### config.mk
export PLATFORM = sky130hd
export DESIGN_NAME = writeback_arbiter_flat
export DESIGN_NICKNAME = d
export VERILOG_FILES = /design/src/rtl/writeback_arbiter_if.sv /design/src/rtl/writeback_arbiter.sv /design/src/flat_wrapper.sv
export SDC_FILE = /design/constraint.sdc
export NUM_CORES = 1
export LEC_CHECK = 0
export ABC_AREA = 1
export BUFFER_PORTS_ARGS = -buffer_cell sky130_fd_sc_hd__clkbuf_2
export CORE_MARGIN = 2
export CORE_UTILIZATION = 45
export CTS_BUF_LIST = sky130_fd_sc_hd__clkbuf_2 sky130_fd_sc_hd__clkbuf_4 sky130_fd_sc_hd__clkbuf_8
export DETAILED_ROUTE_END_ITERATION = 10
export GPL_TIMING_DRIVEN = 0
export PLACE_DENSITY = 0.7
export SYNTH_ARGS = -nofsm -noshare
export SYNTH_HDL_FRONTEND = slang
export SYNTH_SLANG_ARGS = --single-unit
### constraint.sdc
create_clock -name clk -period 4.3 [get_ports clk]
set_input_delay 0.215 -clock clk [delete_from_list [all_inputs] [get_ports clk]]
set_output_delay 0.215 -clock clk [all_outputs]
set_load 0.01 [all_outputs]
### src/rtl/writeback_arbiter_if.sv
// Producer-side result handshake and register-file write bus for the writeback arbiter.
// master = arbiter side, slave = producers plus register file.
interface writeback_arbiter_if #(
   parameter int unsigned NSRC = 3,
   parameter int unsigned IDXW = 6,
   parameter int unsigned DW   = 32
);
   logic [NSRC-1:0]      srcValid;
   logic [NSRC-1:0]      srcReady;
   logic [NSRC*IDXW-1:0] srcReg;
   logic [NSRC*DW-1:0]   srcData;
   logic [NSRC-1:0]      srcFloat;
   logic                 regWrite;
   logic                 float;
   logic [IDXW-1:0]      writeReg;
   logic [DW-1:0]        writeData;

   modport master (
      input  srcValid, srcReg, srcData, srcFloat,
      output srcReady, regWrite, float, writeReg, writeData
   );

   modport slave (
      output srcValid, srcReg, srcData, srcFloat,
      input  srcReady, regWrite, float, writeReg, writeData
   );
endinterface

### src/rtl/writeback_arbiter.sv
// Round-robin arbiter buffering one result per producer and driving one registered
// register-file write per clock.
module writeback_arbiter #(
   parameter int unsigned NSRC = 3,
   parameter int unsigned IDXW = 6,
   parameter int unsigned DW   = 32
) (
   input  logic                clk,
   input  logic                reset,
   input  logic                flush,
   writeback_arbiter_if.master wb,
   output logic [1:0]          pending,
   output logic                idle
);

   logic [NSRC-1:0] buf_valid_q, buf_valid_d;
   logic [IDXW-1:0] buf_reg_q   [NSRC];
   logic [IDXW-1:0] buf_reg_d   [NSRC];
   logic [DW-1:0]   buf_data_q  [NSRC];
   logic [DW-1:0]   buf_data_d  [NSRC];
   logic [NSRC-1:0] buf_float_q, buf_float_d;
   logic [1:0]      rr_ptr_q, rr_ptr_d;
   logic            reg_write_q, reg_write_d;
   logic            float_q, float_d;
   logic [IDXW-1:0] write_reg_q, write_reg_d;
   logic [DW-1:0]   write_data_q, write_data_d;

   logic [NSRC-1:0] grant;
   logic [1:0]      grant_idx;
   logic            grant_any;
   logic            drop_zero;
   logic [NSRC-1:0] accept;

   // Rotating priority: first valid buffer after the last granted one.
   always_comb begin
      int unsigned cand;
      grant     = '0;
      grant_idx = 2'd0;
      grant_any = 1'b0;
      for (int unsigned k = 1; k <= NSRC; k++) begin
         cand = (32'(rr_ptr_q) + k) % NSRC;
         if (!grant_any && buf_valid_q[cand]) begin
            grant_any   = 1'b1;
            grant_idx   = 2'(cand);
            grant[cand] = 1'b1;
         end
      end
   end

   assign drop_zero   = !buf_float_q[grant_idx] && (buf_reg_q[grant_idx] == '0);
   assign wb.srcReady = {NSRC{!flush && !reset}} & (~buf_valid_q | grant);
   assign accept      = wb.srcValid & wb.srcReady;

   always_comb begin
      buf_valid_d  = buf_valid_q;
      buf_reg_d    = buf_reg_q;
      buf_data_d   = buf_data_q;
      buf_float_d  = buf_float_q;
      rr_ptr_d     = rr_ptr_q;
      reg_write_d  = 1'b0;
      float_d      = float_q;
      write_reg_d  = write_reg_q;
      write_data_d = write_data_q;
      if (flush) begin
         buf_valid_d = '0;
      end else begin
         if (grant_any) begin
            buf_valid_d[grant_idx] = 1'b0;
            rr_ptr_d               = grant_idx;
            reg_write_d            = !drop_zero;
            float_d                = buf_float_q[grant_idx];
            write_reg_d            = buf_reg_q[grant_idx];
            write_data_d           = buf_data_q[grant_idx];
         end
         // Accept after grant so a granted buffer can be refilled in the same cycle.
         for (int unsigned i = 0; i < NSRC; i++) begin
            if (accept[i]) begin
               buf_valid_d[i] = 1'b1;
               buf_reg_d[i]   = wb.srcReg[i*IDXW +: IDXW];
               buf_data_d[i]  = wb.srcData[i*DW +: DW];
               buf_float_d[i] = wb.srcFloat[i];
            end
         end
      end
   end

   always_ff @(posedge clk) begin
      if (reset) begin
         buf_valid_q  <= '0;
         rr_ptr_q     <= 2'd2;
         reg_write_q  <= 1'b0;
         float_q      <= 1'b0;
         write_reg_q  <= '0;
         write_data_q <= '0;
      end else begin
         buf_valid_q  <= buf_valid_d;
         rr_ptr_q     <= rr_ptr_d;
         reg_write_q  <= reg_write_d;
         float_q      <= float_d;
         write_reg_q  <= write_reg_d;
         write_data_q <= write_data_d;
      end
   end

   // Payload is qualified by buf_valid_q, so it needs no reset.
   always_ff @(posedge clk) begin
      buf_reg_q   <= buf_reg_d;
      buf_data_q  <= buf_data_d;
      buf_float_q <= buf_float_d;
   end

   assign wb.regWrite  = reg_write_q;
   assign wb.float     = float_q;
   assign wb.writeReg  = write_reg_q;
   assign wb.writeData = write_data_q;

   assign pending = {1'b0, buf_valid_q[0]} + {1'b0, buf_valid_q[1]} + {1'b0, buf_valid_q[2]};
   assign idle    = (pending == 2'd0) && !reg_write_q;

endmodule

### src/flat_wrapper.sv
// flat-port wrapper written by rule: the top's interface ports become plain ports
module writeback_arbiter_flat 
#(
   parameter int unsigned NSRC = 3,
   parameter int unsigned IDXW = 6,
   parameter int unsigned DW   = 32
)
  (clk, reset, flush, pending, idle, wb_srcValid, wb_srcReg, wb_srcData, wb_srcFloat, wb_srcReady, wb_regWrite, wb_float, wb_writeReg, wb_writeData);
  writeback_arbiter_if #(.NSRC(NSRC), .IDXW(IDXW), .DW(DW)) wb_i ();
  input  logic clk;
  input  logic reset;
  input  logic flush;
  output logic [1:0] pending;
  output logic idle;
  input wire logic [$bits(wb_i.srcValid)-1:0] wb_srcValid;
  input wire logic [$bits(wb_i.srcReg)-1:0] wb_srcReg;
  input wire logic [$bits(wb_i.srcData)-1:0] wb_srcData;
  input wire logic [$bits(wb_i.srcFloat)-1:0] wb_srcFloat;
  output wire logic [$bits(wb_i.srcReady)-1:0] wb_srcReady;
  output wire logic [$bits(wb_i.regWrite)-1:0] wb_regWrite;
  output wire logic [$bits(wb_i.float)-1:0] wb_float;
  output wire logic [$bits(wb_i.writeReg)-1:0] wb_writeReg;
  output wire logic [$bits(wb_i.writeData)-1:0] wb_writeData;
  assign wb_i.srcValid = wb_srcValid;
  assign wb_i.srcReg = wb_srcReg;
  assign wb_i.srcData = wb_srcData;
  assign wb_i.srcFloat = wb_srcFloat;
  assign wb_srcReady = wb_i.srcReady;
  assign wb_regWrite = wb_i.regWrite;
  assign wb_float = wb_i.float;
  assign wb_writeReg = wb_i.writeReg;
  assign wb_writeData = wb_i.writeData;
  writeback_arbiter #(.NSRC(NSRC), .IDXW(IDXW), .DW(DW)) u_core (.clk(clk), .reset(reset), .flush(flush), .wb(wb_i), .pending(pending), .idle(idle));
endmodule
==> flow_metrics.env <==
export IMPL_drt_vias_per_instance=5.04
export IMPL_post_route_cells_drive_above_1_share=0.298
export IMPL_async_set_or_reset_register_ratio_after_synthesis=0
export IMPL_grt_pass1_vias=5154
export IMPL_n_antenna_cell=0
export IMPL_grt_setup_unrepaired="no"
export IMPL_postSynth_topFlopCell="edfxtp_1"
export IMPL_grt_util_all_layers=0.240
export IMPL_rr_startpoint="u_core.rr_ptr_q[0]"
export IMPL_initial_utilization=0.461
export IMPL_synth_top_area_share=0.578
export IMPL_worst_ir_drop_vdd_uv=354
export IMPL_grt_ovfl_total=0
export IMPL_std_cell_rows=42
export IMPL_clock_sink_count=162
export IMPL_dieWidth_um=120
export IMPL_routed_wirelength_um=16600
export IMPL_yosys_warnings=0
export IMPL_cp_max_fo=39
export IMPL_clock_tree_root_buffer_cell="clkbuf_8"
export IMPL_insertion_delay_ns=0.46
export IMPL_postRouteAntennaNets=0
export IMPL_finalHoldViolations=0
export IMPL_fmaxAchievable_ghz=0.329
export IMPL_synth_area_per_cell_sq_um=12.8
export IMPL_dpl_hpwl_um=10300
export IMPL_cp_arrival_ns=3.13
export IMPL_synth_area_top_cells="edfxtp_1 58%, dfxtp_1 15%, a21oi_1 5.0%, nand2_1 3.8%, a22oi_1 3.2%"
export IMPL_tritoncts="done"
export IMPL_fillers=942
export IMPL_slowest_stage="inv_2"
export IMPL_endpoint_class_of_the_critical_path="flop"
export IMPL_rr_endpoint="u_core.buf_data_q[19]"
export IMPL_drt_iter0_markers=390
export IMPL_final_min_period_over_clock_period=0.708
export IMPL_dieArea_sq_um=14400
export IMPL_drc=0
export IMPL_gp_congestion=0.917
export IMPL_boundaryPins=169
export IMPL_required_ns=4.38
export IMPL_cts_buffers_inserted=17
export IMPL_synth_seq_area_share=0.727
export IMPL_max_cap_viol_count=0
export IMPL_setup_total_negative_slack_ns=0
export IMPL_fp_coreArea_sq_um=13200
export IMPL_drt_wirelength_per_cell_um=17.1
export IMPL_synth_edf_count=117
export IMPL_final_core_utilization=0.669
export IMPL_cts_reportedPaths_clkPinSlew_ns=0.08
export IMPL_slowest_delay_ns=0.67
export IMPL_powerDensity_nw_per_um2=596
export IMPL_ys_types=33
export IMPL_timing_final_crit_period_ns=3.04
export IMPL_crit_type="reg -> reg"
export IMPL_synthMostInstantiatedCell="edfxtp_1"
export IMPL_drt_first_pass_iters=5
export IMPL_antenna_violations_before_repair=0
export IMPL_post_cts_setup_buffers=0
export IMPL_num_vias=4898
export IMPL_transition_time_of_the_tightest_slew_check_pin_ns=0.905
export IMPL_timing_hold_worst_path_depth=4
export IMPL_cp_num_buf_inv=3
export IMPL_synth_largest_area_cell="edfxtp_1"
export IMPL_hold_path_startpoint="flush"
export IMPL_cts_root_to_sink_buffers=2
export IMPL_netlist_instances=474
export IMPL_total_leakage_power_nw=3.74
export IMPL_grt_start_max_net_pins=40
export IMPL_synth_top_cells_by_count="117 x edfxtp_1, 62 x nand2_1, 61 x a21oi_1"
export IMPL_final_max_slew_viol_count=0
export IMPL_finalNetCount=911
export IMPL_grt_first_pass_wirelength_um=25900
export IMPL_critical_path_cell_chain="inv_1 -> ha_1 -> inv_2 -> nand2_1 -> nand3_1 -> nand2_1 -> nand2_1 -> o21a_1 -> a31oi_1 -> nand2_1 -> inv_2"
export IMPL_synth_ff_latch_count=162
export IMPL_syn_cell_area_sq_um=6080
export IMPL_run_status="finished clean"
export IMPL_setup_worst_path_start_class="flop"
export IMPL_min_delay_path_class="in -> reg"
export IMPL_syn2layout_area_growth_pct=45.2
export IMPL_crit_family="buffers and inverters"
export IMPL_worst_slew_margin_rel=0.396
export IMPL_die_h_um=120
export IMPL_cpMostUsedCell="nand2_1"
export IMPL_cts_htree_levels=4
export IMPL_timing_reg2reg_setup_slack_ns=1.26
export IMPL_fin_skew_ns=0.0165
export IMPL_io_buffers=168
export IMPL_setup_viol_count_final=0
export IMPL_worstRegToRegCells=11
export IMPL_synth_nets=602
export IMPL_worstHoldEndpoint="u_core.buf_valid_q[0]"
-- per-stage QoR --
step,setup WS [ns],std cells,instance area [sq um],total power (W),hold WS (ns)
3_3_place_gp,-0.423,818,7140,0.00396,0.392
2_1_floorplan,0.656,474,6080,0.00332,0.314
3_5_place_dp,1.27,821,7210,0.00402,0.394
4_1_cts,1.24,972,8820,0.00526,0.0681
5_1_grt,0.986,972,8820,0.00559,0.0872
6_report,1.26,972,8820,0.00526,0.101
-- routing by layer --
layer	vias up	track usage	wire (um)
li1	2333	-	-
met1	2357	0.292	6720
met2	195	0.420	8630
met3	13	0.0689	1120
met4	0	0.0596	142
met5	-	0	0
-- worst max-delay path by stage --
stage	startpoint	slack, ns	cells past startpoint	endpoint
floorplan	u_core.rr_ptr_q[0]	0.66	12	u_core.buf_data_q[32]
global placement	u_core.rr_ptr_q[0]	-0.42	11	u_core.buf_data_q[54]
detailed placement	u_core.rr_ptr_q[0]	1.27	11	u_core.buf_data_q[0]
CTS	u_core.rr_ptr_q[0]	1.24	11	u_core.buf_reg_q[5]
global route	u_core.rr_ptr_q[0]	0.99	11	u_core.buf_reg_q[1]
finish	u_core.rr_ptr_q[0]	1.26	11	u_core.buf_data_q[19]
-- timing repair --
item	4_1_cts	5_1_grt
hold buffers	119	0
endpoints found under the hold margin	119	0
resized for setup	0	0
-- worst reg2reg max path: stages, from the launching register on --
cell and delay (ns):
dfxtp_1 0.38, inv_1 0.08, ha_1 0.40, inv_2 0.10, nand2_1 0.07, nand3_1 0.08, nand2_1 0.11, nand2_1 0.10
o21a_1 0.26, a31oi_1 0.26, nand2_1 0.13, inv_2 0.67
-- area by class of cell --
| type | instances | area (sq um) | share of cell area |
|---|---|---|---|
| well taps | 176 | 220 | 0.0250 |
| flip-flops and latches | 162 | 4410 | 0.500 |
| multi-input cells | 258 | 1410 | 0.160 |
| clock buffers | 23 | 304 | 0.0345 |
| plain buffers | 22 | 136 | 0.0155 |
| inverters | 32 | 120 | 0.0136 |
| clock inverters | 9 | 119 | 0.0135 |
| repair buffers | 290 | 2090 | 0.237 |
-- cell families after synthesis --
logic type | share of synthesized area
and+or+nand+nor | 0.0888
AOI/OAI and AO/OA | 0.131
buffers and inverters | 0.0422
adders and majority gates | 0.0115
DFF | 0.727
-- state kept, by name (all words and copies together), names as in the netlist --
name and count:
u_core.wb.writeReg 6, u_core.wb.writeData 32, u_core.wb.regWrite 1, u_core.buf_float_q 3
u_core.buf_valid_q 3, u_core.buf_reg_q 18, u_core.rr_ptr_q 2, u_core.buf_data_q 96
u_core.wb.float 1
-- placed cells by master, fill, tap and decap left out, drive strengths merged, types with 3 or more instances in the layout --
master | synthesis | final
a21oi | 61 | 61
o21ai | 35 | 35
ha | 4 | 4
a22oi | 26 | 26
nand3 | 23 | 23
nor2 | 20 | 20
nand4 | 3 | 3
clkbuf | 7 | 198
edfxtp | 117 | 117
nand2 | 66 | 66
o211ai | 9 | 9
inv | 32 | 35
buf | 15 | 18
dlygate4sd3 | 0 | 119
dfxtp | 45 | 45
-- power by group --
| part | leakage [nW] | switching [W] | internal [W] |
|---|---|---|---|
| Combinational | 2.08 | 0.00130 | 0.000755 |
| Clock | 0.211 | 0.000561 | 0.000598 |
| Sequential | 1.44 | 0.000134 | 0.00191 |
No activity file was read; power rests on OpenSTA's default activity.
